## src/rtl/ras_cmd_issuer_if.sv

```systemverilog
// ras_cmd_issuer_if: event channel from decode/resolve into the RAS command issuer.
interface ras_cmd_issuer_if #(
    parameter int WIDTH = 32
);
    logic             ev_valid;
    logic             ev_ready;
    logic [2:0]       ev_type;
    logic [WIDTH-1:0] ev_addr;
    logic             flush;
    modport master (output ev_valid, ev_type, ev_addr, flush, input ev_ready);
    modport slave  (input ev_valid, ev_type, ev_addr, flush, output ev_ready);
endinterface

```

## src/rtl/ras_cmd_issuer.sv

```systemverilog
// ras_cmd_issuer: queues call/return/branch events and serialises them into RAS stack commands.
// Optional RAS_CMD_STATS_EN adds saturating stat_* counters.
module ras_cmd_issuer #(
    parameter int WIDTH         = 32,
    parameter int MAXBRANCHES   = 16,
    parameter int BRANCHES_ADDR = 4,
    parameter int EV_DEPTH      = 4,
    parameter int EV_ADDR       = 2
) (
    input  logic                   clk,
    input  logic                   rst_n,
    ras_cmd_issuer_if.slave        ev,
    output logic                   ras_push,
    output logic                   ras_pop,
    output logic                   ras_branch,
    output logic                   ras_close_valid,
    output logic                   ras_close_invalid,
    output logic [WIDTH-1:0]       ras_din,
    input  logic [WIDTH-1:0]       ras_dout,
    input  logic                   ras_pop_valid,
    output logic                   pred_valid,
    output logic [WIDTH-1:0]       pred_addr,
    output logic                   pred_hit,
    output logic [BRANCHES_ADDR:0] open_cnt,
    output logic                   err_orphan
`ifdef RAS_CMD_STATS_EN
    ,
    output logic [15:0]            stat_calls,
    output logic [15:0]            stat_rets,
    output logic [15:0]            stat_underflow,
    output logic [15:0]            stat_mispredict
`endif
);
    localparam logic [1:0] IDLE = 2'd0, ISSUE = 2'd1, RECOVER = 2'd2;
    localparam logic [2:0] CALL = 3'd0, RET = 3'd1, TAILCALL = 3'd2, BR_OPEN = 3'd3, BR_OK = 3'd4, BR_BAD = 3'd5;
    logic [WIDTH+2:0]     mem [EV_DEPTH];
    logic [EV_ADDR-1:0]   wptr, rptr;
    logic [EV_ADDR:0]     cnt, cnt_nxt;
    logic [1:0]           state;
    logic [2:0]           hd_type;
    logic [WIDTH-1:0]     hd_addr;
    logic                 wr, rd, act, has_open, br_full, is_close;
    assign {hd_type, hd_addr} = mem[rptr];
    assign ev.ev_ready = cnt != (EV_ADDR+1)'(EV_DEPTH);
    assign wr       = ev.ev_valid && ev.ev_ready && !ev.flush;
    // ISSUE implies a non-empty queue; a flush suppresses issue of the head
    assign act      = state == ISSUE && !ev.flush;
    assign has_open = open_cnt != '0;
    assign br_full  = open_cnt == (BRANCHES_ADDR+1)'(MAXBRANCHES);
    assign is_close = hd_type == BR_OK || hd_type == BR_BAD;
    assign rd       = act && !(hd_type == BR_OPEN && br_full);
    assign ras_push          = act && (hd_type == CALL || hd_type == TAILCALL);
    assign ras_pop           = act && (hd_type == RET || hd_type == TAILCALL);
    assign ras_branch        = act && hd_type == BR_OPEN && !br_full;
    assign ras_close_valid   = act && hd_type == BR_OK && has_open;
    assign ras_close_invalid = act && hd_type == BR_BAD && has_open;
    assign ras_din           = ras_push ? hd_addr : '0;
    assign pred_addr         = pred_valid ? ras_dout : '0;
    assign cnt_nxt = ev.flush ? '0 : cnt + (EV_ADDR+1)'(wr) - (EV_ADDR+1)'(rd);
    always_ff @(posedge clk)
        if (wr) mem[wptr] <= {ev.ev_type, ev.ev_addr};
    always_ff @(posedge clk or negedge rst_n) begin
        if (!rst_n) begin
            state      <= IDLE;
            wptr       <= '0;
            rptr       <= '0;
            cnt        <= '0;
            open_cnt   <= '0;
            err_orphan <= 1'b0;
            pred_valid <= 1'b0;
            pred_hit   <= 1'b0;
        end else begin
            state      <= ras_close_invalid ? RECOVER : (cnt_nxt != '0 ? ISSUE : IDLE);
            cnt        <= cnt_nxt;
            wptr       <= ev.flush ? '0 : wptr + EV_ADDR'(wr);
            rptr       <= ev.flush ? '0 : rptr + EV_ADDR'(rd);
            open_cnt   <= ras_close_invalid ? '0 :
                          open_cnt + (BRANCHES_ADDR+1)'(ras_branch) - (BRANCHES_ADDR+1)'(ras_close_valid);
            err_orphan <= err_orphan || (act && is_close && !has_open);
            pred_valid <= ras_pop;
            pred_hit   <= ras_pop && ras_pop_valid;
        end
    end
`ifdef RAS_CMD_STATS_EN
    always_ff @(posedge clk or negedge rst_n) begin
        if (!rst_n) begin
            stat_calls      <= '0;
            stat_rets       <= '0;
            stat_underflow  <= '0;
            stat_mispredict <= '0;
        end else begin
            if (ras_push && stat_calls != 16'hFFFF) stat_calls <= stat_calls + 16'd1;
            if (ras_pop && stat_rets != 16'hFFFF) stat_rets <= stat_rets + 16'd1;
            if (ras_pop && !ras_pop_valid && stat_underflow != 16'hFFFF) stat_underflow <= stat_underflow + 16'd1;
            if (ras_close_invalid && stat_mispredict != 16'hFFFF) stat_mispredict <= stat_mispredict + 16'd1;
        end
    end
`endif
endmodule

```

## src/flat_wrapper.sv

```systemverilog
// flat-port wrapper written by rule: the top's interface ports become plain ports
module ras_cmd_issuer_flat 
#(
    parameter int WIDTH         = 32,
    parameter int MAXBRANCHES   = 16,
    parameter int BRANCHES_ADDR = 4,
    parameter int EV_DEPTH      = 4,
    parameter int EV_ADDR       = 2
)
  (clk, rst_n, ras_push, ras_pop, ras_branch, ras_close_valid, ras_close_invalid, ras_din, ras_dout, ras_pop_valid, pred_valid, pred_addr, pred_hit, open_cnt, err_orphan, ev_ev_valid, ev_ev_type, ev_ev_addr, ev_flush, ev_ev_ready);
  ras_cmd_issuer_if #(.WIDTH(WIDTH)) ev_i ();
  input  logic clk;
  input  logic rst_n;
  output logic ras_push;
  output logic ras_pop;
  output logic ras_branch;
  output logic ras_close_valid;
  output logic ras_close_invalid;
  output logic [WIDTH-1:0] ras_din;
  input  logic [WIDTH-1:0] ras_dout;
  input  logic ras_pop_valid;
  output logic pred_valid;
  output logic [WIDTH-1:0] pred_addr;
  output logic pred_hit;
  output logic [BRANCHES_ADDR:0] open_cnt;
  output logic err_orphan;
  input wire logic [$bits(ev_i.ev_valid)-1:0] ev_ev_valid;
  input wire logic [$bits(ev_i.ev_type)-1:0] ev_ev_type;
  input wire logic [$bits(ev_i.ev_addr)-1:0] ev_ev_addr;
  input wire logic [$bits(ev_i.flush)-1:0] ev_flush;
  output wire logic [$bits(ev_i.ev_ready)-1:0] ev_ev_ready;
  assign ev_i.ev_valid = ev_ev_valid;
  assign ev_i.ev_type = ev_ev_type;
  assign ev_i.ev_addr = ev_ev_addr;
  assign ev_i.flush = ev_flush;
  assign ev_ev_ready = ev_i.ev_ready;
  ras_cmd_issuer #(.WIDTH(WIDTH), .MAXBRANCHES(MAXBRANCHES), .BRANCHES_ADDR(BRANCHES_ADDR), .EV_DEPTH(EV_DEPTH), .EV_ADDR(EV_ADDR)) u_core (.clk(clk), .rst_n(rst_n), .ev(ev_i), .ras_push(ras_push), .ras_pop(ras_pop), .ras_branch(ras_branch), .ras_close_valid(ras_close_valid), .ras_close_invalid(ras_close_invalid), .ras_din(ras_din), .ras_dout(ras_dout), .ras_pop_valid(ras_pop_valid), .pred_valid(pred_valid), .pred_addr(pred_addr), .pred_hit(pred_hit), .open_cnt(open_cnt), .err_orphan(err_orphan));
endmodule
```

## config.mk

```make
export PLATFORM = sky130hd
export DESIGN_NAME = ras_cmd_issuer_flat
export DESIGN_NICKNAME = d
export VERILOG_FILES = /design/src/rtl/ras_cmd_issuer_if.sv /design/src/rtl/ras_cmd_issuer.sv /design/src/flat_wrapper.sv
export SDC_FILE = /design/constraint.sdc
export NUM_CORES = 1
export LEC_CHECK = 0
export CORE_UTILIZATION = 40
export DETAILED_ROUTE_END_ITERATION = 6
export PLACE_DENSITY = 0.64
export SLEW_MARGIN = 20
export SYNTH_ARGS = -nofsm -noshare
export SYNTH_HDL_FRONTEND = slang
export SYNTH_SLANG_ARGS = --single-unit
```

## constraint.sdc

```tcl
create_clock -name clk -period 4.75 [get_ports clk]
set_input_delay 0.475 -clock clk [delete_from_list [all_inputs] [get_ports clk]]
set_output_delay 0.475 -clock clk [all_outputs]
set_load 0.02 [all_outputs]
```

==> results of run 1 <==
==> power by group through the flow <==
| stage | registers (mW) | logic [mW] | clock network [mW] |
|---|---|---|---|
| after CTS | 1.68 | 0.905 | 1.54 |
| after global placement | 1.71 | 0.881 | 0 |
| final | 1.68 | 0.891 | 1.51 |
| after floorplan | 1.71 | 0.576 | 0 |
| after global routing | 1.70 | 0.983 | 1.59 |
| after detailed placement | 1.71 | 0.901 | 0 |
==> path summary, 6_finish.rpt <==
| check | slack, ns | end | from | cells after the start |
|---|---|---|---|---|
| min reg2reg | 0.48 | u_core.err_orphan | u_core.err_orphan | 1 |
| min | 0.48 | u_core.err_orphan | u_core.err_orphan | 1 |
| min in group asynchronous | 0.52 | u_core.state[1] | rst_n | 1 |
| max reg2reg | 1.58 | u_core.open_cnt[4] | u_core.rptr[0] | 12 |
| max | 1.22 | ras_din[11] | ev_flush | 6 |
| max in group asynchronous | 3.68 | u_core.rptr[1] | rst_n | 1 |
==> flip-flops by register name (all words and copies together), names as in the netlist <==
signal / cells
u_core.state: 2
u_core.mem: 140
u_core.cnt: 3
u_core.open_cnt: 5
u_core.pred_valid: 1
u_core.pred_hit: 1
u_core.wptr: 2
u_core.rptr: 2
u_core.err_orphan: 1
==> worst max-delay path, cell delays in order <==
cell	delay, ns
sky130_fd_sc_hd__clkdlybuf4s50_1	0.59
sky130_fd_sc_hd__nor3b_1	0.59
sky130_fd_sc_hd__nand2b_4	0.09
sky130_fd_sc_hd__or2_4	0.44
sky130_fd_sc_hd__nor2b_1	0.21
sky130_fd_sc_hd__clkdlybuf4s50_1	0.63
==> cell families (layout without fill, tap and decap cells) <==
kind of cell,count (synthesis),in the layout
mux,35,35
simple gates,102,102
fa+ha+maj,12,12
buf+inv,29,199
flops,157,157
xor+xnor,7,7
compound gates,7,7
==> routing by layer <==
metal	routed length, microns	GRT usage (%)
met1	5330	18.7
met3	1060	5.45
met2	6690	28.8
met4	158	5.81
met5	11	0
==> per-stage QoR <==
stage	worst slack (ns)	utilization [%]
finish	1.22	56.1
global route	1.05	56.1
CTS	1.18	56.1
detailed placement	1.11	51.9
global placement	1.22	51.9
floorplan	0.726	-
==> cell usage in the layout (no fill, tap or decap), types with 2 or more instances in the layout <==
master / n
sky130_fd_sc_hd__bufinv_16: 6
sky130_fd_sc_hd__nor2b_1: 19
sky130_fd_sc_hd__clkinvlp_4: 2
sky130_fd_sc_hd__clkbuf_16: 17
sky130_fd_sc_hd__dfrtp_1: 15
sky130_fd_sc_hd__nor3b_2: 2
sky130_fd_sc_hd__and2_1: 34
sky130_fd_sc_hd__mux4_2: 35
sky130_fd_sc_hd__buf_4: 5
sky130_fd_sc_hd__a21oi_1: 2
sky130_fd_sc_hd__edfxtp_1: 140
sky130_fd_sc_hd__xnor2_1: 5
sky130_fd_sc_hd__nor2b_2: 20
sky130_fd_sc_hd__nand3_1: 2
sky130_fd_sc_hd__xor2_1: 2
sky130_fd_sc_hd__dfrtp_2: 2
sky130_fd_sc_hd__nor3b_1: 2
sky130_fd_sc_hd__clkinv_2: 2
sky130_fd_sc_hd__ha_1: 10
sky130_fd_sc_hd__fa_1: 2
sky130_fd_sc_hd__inv_1: 13
sky130_fd_sc_hd__clkdlybuf4s50_1: 149
sky130_fd_sc_hd__nand2_1: 3
sky130_fd_sc_hd__clkinv_4: 3
sky130_fd_sc_hd__nor2_1: 11
==> cell type report <==
| type | count | area (sq um) | area share [%] |
|---|---|---|---|
| Sequential cell | 157 | 4630 | 52.0 |
| Multi-Input combinational cell | 163 | 1760 | 19.7 |
| Clock inverter | 15 | 244 | 2.74 |
| Tap cell | 216 | 270 | 3.03 |
| Timing Repair Buffer | 154 | 1530 | 17.2 |
| Clock buffer | 17 | 425 | 4.78 |
| Inverter | 13 | 48.8 | 0.548 |
==> metrics.yaml, run 1 <==
run_status:
  outcome: "finished, final reports clean"
cts:
  cts_root_buffer: "sky130_fd_sc_hd__clkbuf_16"
  postCtsSetupBuffers: 0
  cts_htree_levels: 4
  post_cts_resize_count: 0
  clkSinkCount: 157
  clk_pin_slew_ns: 0.06
  tritoncts: "done"
  clk_path_buf_depth: 2
  cts_made_buffers: 17
  clkLatencyLatePin_ns: 0.42
  post_cts_hold_buffer_count: 0
yosys:
  synth_largest_area_cell: "sky130_fd_sc_hd__edfxtp_1"
  ys_ff_latch: 157
  synthDistinctLibCells: 32
  muxShareOfSynthArea_pct: 12.1
  synthMostInstantiatedCell: "sky130_fd_sc_hd__edfxtp_1"
  synth_top_family_by_area: "multiplexers"
  asyncSetResetFlopFracSynth_pct: 10.8
  synth_compound_gate_area_share_pct: 0.883
  synth_edf_count: 140
  yosysWarnings: 0
  synthDominantCellAreaShare_pct: 64.5
  postSynth.topFlopCell: "sky130_fd_sc_hd__edfxtp_1"
  synth_fa_ha_area_share_pct: 2.54
  synth-xor-area-share_pct: 0.941
  synthSimpleGateAreaFrac_pct: 10.3
  post_synth_main_area_contributors: "sky130_fd_sc_hd__edfxtp_1 65%, sky130_fd_sc_hd__mux4_2 12%, sky130_fd_sc_hd__dfrtp_1 6.5%"
  synth_top_cells_by_count: "140 x sky130_fd_sc_hd__edfxtp_1, 35 x sky130_fd_sc_hd__mux4_2, 34 x sky130_fd_sc_hd__and2_1"
  synthCells: 349
  syn-mean-instance-area_sq_um: 18.7
  mappedNetlistNets: 433
  post_synth_instance_area_sq_mm: 0.00651
  synth_seq_area_share_pct: 71.1
floorplan:
  die_h_microns: 130
  core_area_sq_mm: 0.0159
  floorplan.initialDensity_pct: 41.0
  rows: 46
  boundaryPins: 150
  die_width_microns: 130
  floorplan.die_area_sq_mm: 0.0168
sta:
  setup_tns_ns: 0
  finalCritPeriodShare_pct: 74.3
  skew_ns: 0.00707
  maxSlewHeadroom_pct: 34.3
  worstMarginPinSlew_ns: 0.985
  number_of_max_slew_violations_in_the_final_report: 0
  finalHoldViolCount: 0
  hold_ws_ns: 0.478
  grt_setup_unrepaired: "no"
  final.min_clock_period_ns: 3.53
  max_clock_freq_mhz: 283
  setup_violations: 0
final_layout:
  n_fill_cell: 1263
  insertedDiodeCount: 0
  areaGrowthSynthToFinish_pct: 36.7
  design_area_sq_mm: 0.00891
  instances_no_fill: 735
  drive_above_1_share_pct: 19.5
  num-nets-final: 590
pwr:
  seqPwrFrac_pct: 41.2
  totalPowerFinal_mw: 4.09
  ir_drop_mv: 0.254
  power_frac_clock_pct: 37.1
  total_leakage_power_nw: 3.03
  pwr_density_cell_mw_per_mm2: 459
  switching_power_mw: 1.02
  p_int_mw: 3.07
  power.share.switching_pct: 25.0
  comb_power_share_pct: 21.8
global_routing:
  antenna_found_initial: 1
  pin_count_of_the_biggest_net_entering_global_routing: 36
  track_usage_pct: 16.4
  global_route_wire_length_before_repair_microns: 19500
  first_global_vias: 3701
  gr-total-overflow: 0
drt:
  drtIter0Drc: 131
  remaining_drc_errors: 0
  wl_per_cell_microns: 18.0
  ant_nets: 0
  drtPass1Iterations: 4
  postRouteWirelength_microns: 13200
  vias_post_dr: 3620
  avgViaCountPerCell: 4.93
setup_path:
  type_of_the_worst_setup_path: "in -> out"
  worst_setup_path_end_kind: "output port"
  cp.arrival_ns: 3.06
  critical_path_required_ns: 4.28
  peak_fanout_along_the_critical_path: 33
  startpoint_type: "input pin"
placed_design:
  placedInstanceArea_sq_mm: 0.00824
  place_hpwl_microns: 8470
  port_buffers: 149
  placed_cells_incl_taps: 703
  place_congestion: 0.763
min_path:
  hold_class: "reg -> reg"
run:
  max_cap_violations: 0
Power figures use the tool's default switching activity.
==> inputs of run 2 (changes only) <==
- clock period: 4.75 -> 3.47 ns (I/O delays scaled with it)
==> metrics.yaml, run 2 (synthesized netlist as in run 1, its figures left out) <==
setup_path:
  cp.arrival_ns: 2.89  # -0.17 ns
  type_of_the_worst_setup_path: "reg -> out"
  number_of_buffers_and_inverters_on_the_critical_path: 1  # -1
  reg2reg_slack_ns: 0.56  # -1.02 ns
  crit_path_cell_trace: "mux4_2, nand2b_4, or2_4, nor2b_1, clkdlybuf4s50_1"
  cpMaxStageDelayCell: "sky130_fd_sc_hd__clkdlybuf4s50_1"
  worst_setup_path_end_kind: "output port"
  timing.critical_path.max_delay_family: "simple AND/OR/NAND/NOR gates"
  peak_fanout_along_the_critical_path: 33  # unchanged
  startpoint_type: "flip-flop"
  critical_path_required_ns: 3.12  # -1.16 ns
  critPathMaxStageDelay_ns: 0.63  # about the same
final_layout:
  layout_common_cells: "149 x sky130_fd_sc_hd__clkdlybuf4s50_1, 140 x sky130_fd_sc_hd__edfxtp_1, 35 x sky130_fd_sc_hd__mux4_2"
  num-nets-final: 597  # +1.2%
  final_core_util_pct: 56.3  # +0.24 points
  largest_register_ff_count: 140  # unchanged
  instances_no_fill: 742  # +0.95%
  max_flop_register: "u_core.mem"
  areaGrowthSynthToFinish_pct: 37.3
  final_common_cell: "sky130_fd_sc_hd__clkdlybuf4s50_1"
  design_area_sq_mm: 0.00894  # +0.42%
  drive_above_1_share_pct: 20.0  # +0.50 points
  top_regs: "u_core.mem: 140 flops, u_core.open_cnt: 5 flops, u_core.cnt: 3 flops"
  insertedDiodeCount: 0  # unchanged
placed_design:
  dpl_worst_slack_ns: 0.411  # -0.698 ns
  port_buffers: 149  # unchanged
  placed_cells_incl_taps: 710  # +1.0%
  place_congestion: 0.717  # -6.0%
  placedInstanceArea_sq_mm: 0.00830  # +0.79%
  place_hpwl_microns: 8800  # +3.9%
cts:
  cts_made_buffers: 17  # unchanged
  clk_pin_slew_ns: 0.06  # about the same
  post_cts_resize_count: 0  # unchanged
  tritoncts: "done"
  cts_root_buffer: "sky130_fd_sc_hd__clkbuf_16"
  clk_path_buf_depth: 2  # unchanged
  cts_htree_levels: 4  # unchanged
  postCtsSetupBuffers: 0  # unchanged
  clkSinkCount: 157  # unchanged
  post_cts_hold_buffer_count: 0  # unchanged
  clkLatencyLatePin_ns: 0.41  # about the same
floorplan:
  die_h_microns: 130  # unchanged
  die_width_microns: 130  # unchanged
  floorplan.die_area_sq_mm: 0.0168  # unchanged
  floorplan.initialDensity_pct: 41.0  # unchanged
  core_area_sq_mm: 0.0159  # unchanged
  boundaryPins: 150  # unchanged
  rows: 46  # unchanged
drt:
  wl_per_cell_microns: 17.9  # -0.93%
  postRouteWirelength_microns: 13200  # about the same
  vias_post_dr: 3600  # -0.55%
  drtIter0Drc: 210  # +60%
  remaining_drc_errors: 0  # unchanged
  avgViaCountPerCell: 4.85  # -1.5%
  drtPass1Iterations: 4  # unchanged
  ant_nets: 0  # unchanged
sta:
  max_clock_freq_mhz: 309
  fin_ws_ns: 0.237  # -0.982 ns
  setup_tns_ns: 0  # unchanged
  maxSlewHeadroom_pct: 45.7  # +11 points
  finalCritPeriodShare_pct: 93.2
  final.min_clock_period_ns: 3.23
  worstMarginPinSlew_ns: 0.812  # -0.173 ns
  setup_violations: 0  # unchanged
  grt_setup_unrepaired: "no"
  skew_ns: 0.00776  # +0.000686 ns
  number_of_max_slew_violations_in_the_final_report: 0  # unchanged
  finalHoldViolCount: 0  # unchanged
  hold_ws_ns: 0.407  # -0.0715 ns
run_status:
  outcome: "finished, final reports clean"
global_routing:
  antenna_found_initial: 1  # unchanged
  first_global_vias: 3718  # +0.46%
  pin_count_of_the_biggest_net_entering_global_routing: 34  # -5.6%
  track_usage_pct: 16.8  # +0.44 points
  gr-total-overflow: 0  # unchanged
  global_route_wire_length_before_repair_microns: 20200  # +3.5%
min_path:
  hold_class: "in -> async"
pwr:
  totalPowerFinal_mw: 5.50  # +35%
  pwr_density_cell_mw_per_mm2: 615  # +34%
  switching_power_mw: 1.34  # +31%
  p_int_mw: 4.16  # +36%
  power_frac_clock_pct: 35.9  # -1.2 points
  seqPwrFrac_pct: 41.7  # +0.5 points
  total_leakage_power_nw: 3.06  # +0.97%
  ir_drop_mv: 0.279  # +10%
  power.share.switching_pct: 24.3  # -0.68 points
  comb_power_share_pct: 22.4  # +0.6 points
run:
  max_cap_violations: 0  # unchanged
-- run 2: cell types whose count changed in the layout (fill, tap and decap cells not counted), moves of 2 or more --
cell	before	now
sky130_fd_sc_hd__clkbuf_8	0	5
sky130_fd_sc_hd__buf_4	5	11
sky130_fd_sc_hd__bufinv_16	6	4
sky130_fd_sc_hd__clkbuf_1	0	4
sky130_fd_sc_hd__clkinv_4	3	0
-- run 2: power by group through the flow --
stage	Clock (mW)	Combinational (mW)	Sequential (mW)
2_1_floorplan	0	0.789	2.35
3_3_place_gp	0	1.23	2.33
3_5_place_dp	0	1.25	2.34
4_1_cts	2.01	1.26	2.30
5_1_grt	2.10	1.36	2.31
6_report	1.97	1.23	2.29
-- run 2: layer usage --
layer | share of wire, % | GRT usage, % | wire, microns
met2 | 50 | 28.3 | 6570
met3 | 7.6 | 5.00 | 1010
met1 | 41 | 20.5 | 5450
met5 | 0.098 | 0 | 13
met4 | 1.5 | 6.57 | 198
-- run 2: final timing paths --
check	start	endpoint	cells past startpoint
hold reg to reg	u_core.err_orphan	u_core.err_orphan	1
max in group asynchronous	rst_n	u_core.rptr[1]	1
min in group clk	u_core.err_orphan	u_core.err_orphan	1
hold / removal	rst_n	u_core.open_cnt[2]	1
setup / recovery	u_core.rptr[1]	ras_din[11]	5
setup reg to reg	u_core.rptr[1]	u_core.open_cnt[4]	13
-- run 2: final cells by class --
cell class              count  area (sq um)
clock inverters             6           133
multi-input cells         163          1760
clock buffers              26           509
well taps                 216           270
flip-flops and latches    157          4630
repair buffers            161          1590
fillers                  1252          6940
inverters                  13          48.8
==> inputs of run 3 (changes only) <==
- CORE_MARGIN: default -> 2
- CTS_CLUSTER_SIZE: default -> 30
- SETUP_SLACK_MARGIN: default -> 0.02
==> metrics.yaml, run 3 (synthesized netlist as in run 1, its figures left out) <==
run_status:
  outcome: "finished, final reports clean"
floorplan:
  rows: 46  # unchanged
  die_h_microns: 132  # +1.5%
  core_area_sq_mm: 0.0159  # unchanged
  boundaryPins: 150  # unchanged
  floorplan.initialDensity_pct: 41.0  # unchanged
  floorplan.die_area_sq_mm: 0.0173  # +3.1%
  die_width_microns: 132  # +1.5%
setup_path:
  reg2reg_slack_ns: 0.53  # -0.03 ns
  reg2reg_to: "u_core.open_cnt[4]"
  critical_path_required_ns: 3.12  # about the same
  startpoint_type: "flip-flop"
  type_of_the_worst_setup_path: "reg -> out"
  peak_fanout_along_the_critical_path: 33  # unchanged
  cp.arrival_ns: 2.92  # +0.03 ns
  critPathCapture: "ras_din[11]"
  worstRegToRegCells: 12  # -1
  worst_setup_path_end_kind: "output port"
  crit_start: "u_core.rptr[0]"
  rr_startpoint: "u_core.rptr[0]"
cts:
  cts_made_buffers: 17  # unchanged
  postCtsSetupBuffers: 0  # unchanged
  clkLatencyLatePin_ns: 0.42  # about the same
  post_cts_resize_count: 0  # unchanged
  post_cts_hold_buffer_count: 0  # unchanged
  cts_htree_levels: 4  # unchanged
  clkSinkCount: 157  # unchanged
  cts_root_buffer: "sky130_fd_sc_hd__clkbuf_16"
  clk_path_buf_depth: 2  # unchanged
  tritoncts: "done"
  clk_pin_slew_ns: 0.06  # about the same
pwr:
  comb_power_share_pct: 23.0  # +0.6 points
  power.share.switching_pct: 26.0  # +1.7 points
  pwr_density_cell_mw_per_mm2: 605  # -1.6%
  total_leakage_power_nw: 3.02  # -1.0%
  seqPwrFrac_pct: 42.6  # +0.9 points
  ir_drop_mv: 0.318  # +14%
  power_frac_clock_pct: 34.5  # -1.4 points
  switching_power_mw: 1.40  # +4.9%
  p_int_mw: 3.99  # -4.1%
global_routing:
  global_route_wire_length_before_repair_microns: 21000  # +4.2%
  track_usage_pct: 16.1  # -0.75 points
  antenna_found_initial: 0  # -1
  first_global_vias: 3882  # +4.4%
  pin_count_of_the_biggest_net_entering_global_routing: 34  # unchanged
  gr-total-overflow: 0  # unchanged
final_layout:
  top_regs: "u_core.mem: 140 flops, u_core.open_cnt: 5 flops, u_core.cnt: 3 flops"
  final_common_cell: "sky130_fd_sc_hd__clkdlybuf4s50_1"
  areaGrowthSynthToFinish_pct: 36.8
  largest_register_ff_count: 140  # unchanged
  insertedDiodeCount: 0  # unchanged
  design_area_sq_mm: 0.00891  # -0.34%
  max_flop_register: "u_core.mem"
  num-nets-final: 594  # -0.50%
  n_fill_cell: 1281  # +2.3%
  layout_common_cells: "149 x sky130_fd_sc_hd__clkdlybuf4s50_1, 140 x sky130_fd_sc_hd__edfxtp_1, 35 x sky130_fd_sc_hd__mux4_2"
  drive_above_1_share_pct: 20.1  # +0.11 points
drt:
  wl_per_cell_microns: 18.1  # +1.5%
  drtIter0Drc: 196  # -6.7%
  postRouteWirelength_microns: 13400  # +1.1%
  ant_nets: 0  # unchanged
  avgViaCountPerCell: 4.87  # +0.32%
  vias_post_dr: 3597  # -0.083%
  drtPass1Iterations: 4  # unchanged
  remaining_drc_errors: 0  # unchanged
placed_design:
  place_congestion: 0.857  # +20%
  place_hpwl_microns: 8750  # -0.61%
  dpl_worst_slack_ns: 0.530  # +0.119 ns
  placedInstanceArea_sq_mm: 0.00832  # +0.18%
  port_buffers: 149  # unchanged
sta:
  finalHoldViolCount: 0  # unchanged
  final.min_clock_period_ns: 3.27  # +0.0331 ns
  grt_setup_unrepaired: "no"
  setup_violations: 0  # unchanged
  fin_ws_ns: 0.204  # -0.0331 ns
  finalCritPeriodShare_pct: 94.1  # +0.95 points
  number_of_max_slew_violations_in_the_final_report: 0  # unchanged
  skew_ns: 0.00575  # -0.00200 ns
  maxSlewHeadroom_pct: 48.1  # +2.4 points
  worstMarginPinSlew_ns: 0.777  # -0.0354 ns
  max_clock_freq_mhz: 306  # -1.0%
min_path:
  hold_class: "in -> async"
run:
  max_cap_violations: 0  # unchanged
run 3: changes by cell type in the layout (fill, tap and decap cells not counted):
cell	delta
sky130_fd_sc_hd__buf_4	-6
sky130_fd_sc_hd__clkbuf_8	-5
sky130_fd_sc_hd__clkbuf_1	-4
sky130_fd_sc_hd__buf_12	+3
sky130_fd_sc_hd__clkinv_2	+3
sky130_fd_sc_hd__clkinv_4	+3
sky130_fd_sc_hd__clkinvlp_4	+2
sky130_fd_sc_hd__bufinv_16	-1
sky130_fd_sc_hd__clkinv_1	+1
sky130_fd_sc_hd__inv_6	+1
run 3: final cells by class:
cell class	count	area (sq um)	share of cell area (%)
Inverter	13	48.8	0.547
Sequential cell	157	4630	52.0
Multi-Input combinational cell	163	1760	19.7
Clock inverter	15	171	1.92
Timing Repair Buffer	158	1610	18.0
Clock buffer	17	425	4.77
Tap cell	216	270	3.03
run 3: worst max-delay path: stages (launching register included):
cell and delay [ns]:
sky130_fd_sc_hd__dfrtp_2 0.48, sky130_fd_sc_hd__mux4_2 0.55, sky130_fd_sc_hd__nand2b_4 0.16, sky130_fd_sc_hd__or2_4 0.42
sky130_fd_sc_hd__nor2b_1 0.23, sky130_fd_sc_hd__clkdlybuf4s50_1 0.63
run 3: how the worst min path moves through the flow:
| stage | to | slack [ns] |
|---|---|---|
| after detailed placement | u_core.err_orphan | 0.48 |
| after CTS | u_core.pred_hit | 0.40 |
| after global placement | u_core.err_orphan | 0.48 |
| final | u_core.pred_hit | 0.38 |
| after global routing | u_core.pred_hit | 0.45 |
| after floorplan | u_core.cnt[0] | 0.05 |
run 3: power by group through the flow:
stage | Clock [mW] | Combinational [mW] | Sequential [mW]
2_1_floorplan | 0 | 0.789 | 2.35
3_5_place_dp | 0 | 1.26 | 2.34
4_1_cts | 1.89 | 1.26 | 2.30
6_report | 1.86 | 1.24 | 2.30
3_3_place_gp | 0 | 1.24 | 2.33
5_1_grt | 1.97 | 1.36 | 2.32
run 3: metrics by stage:
stage	power [mW]	setup TNS [ns]	hold WS (ns)	instances	util (%)
6_report	5.39	0	0.379	739	56.1
5_1_grt	5.64	0	0.454	739	56.1
4_1_cts	5.45	0	0.400	739	56.1
3_5_place_dp	3.59	0	0.485	707	52.4
3_3_place_gp	3.57	0	0.476	707	52.4
2_1_floorplan	3.13	-36.86	0.0514	349	-
run 3: per-layer routing:
metal  share of wire, %  global-route usage, %  vias up  wire [microns]
met2                 49                   27.1      147            6590
li1                   -                      -     1646               -
met3                6.7                   4.90       17             892
met4                1.6                   6.16        0             217
met1                 43                   19.5     1787            5690
met5                  0                      0        -               0
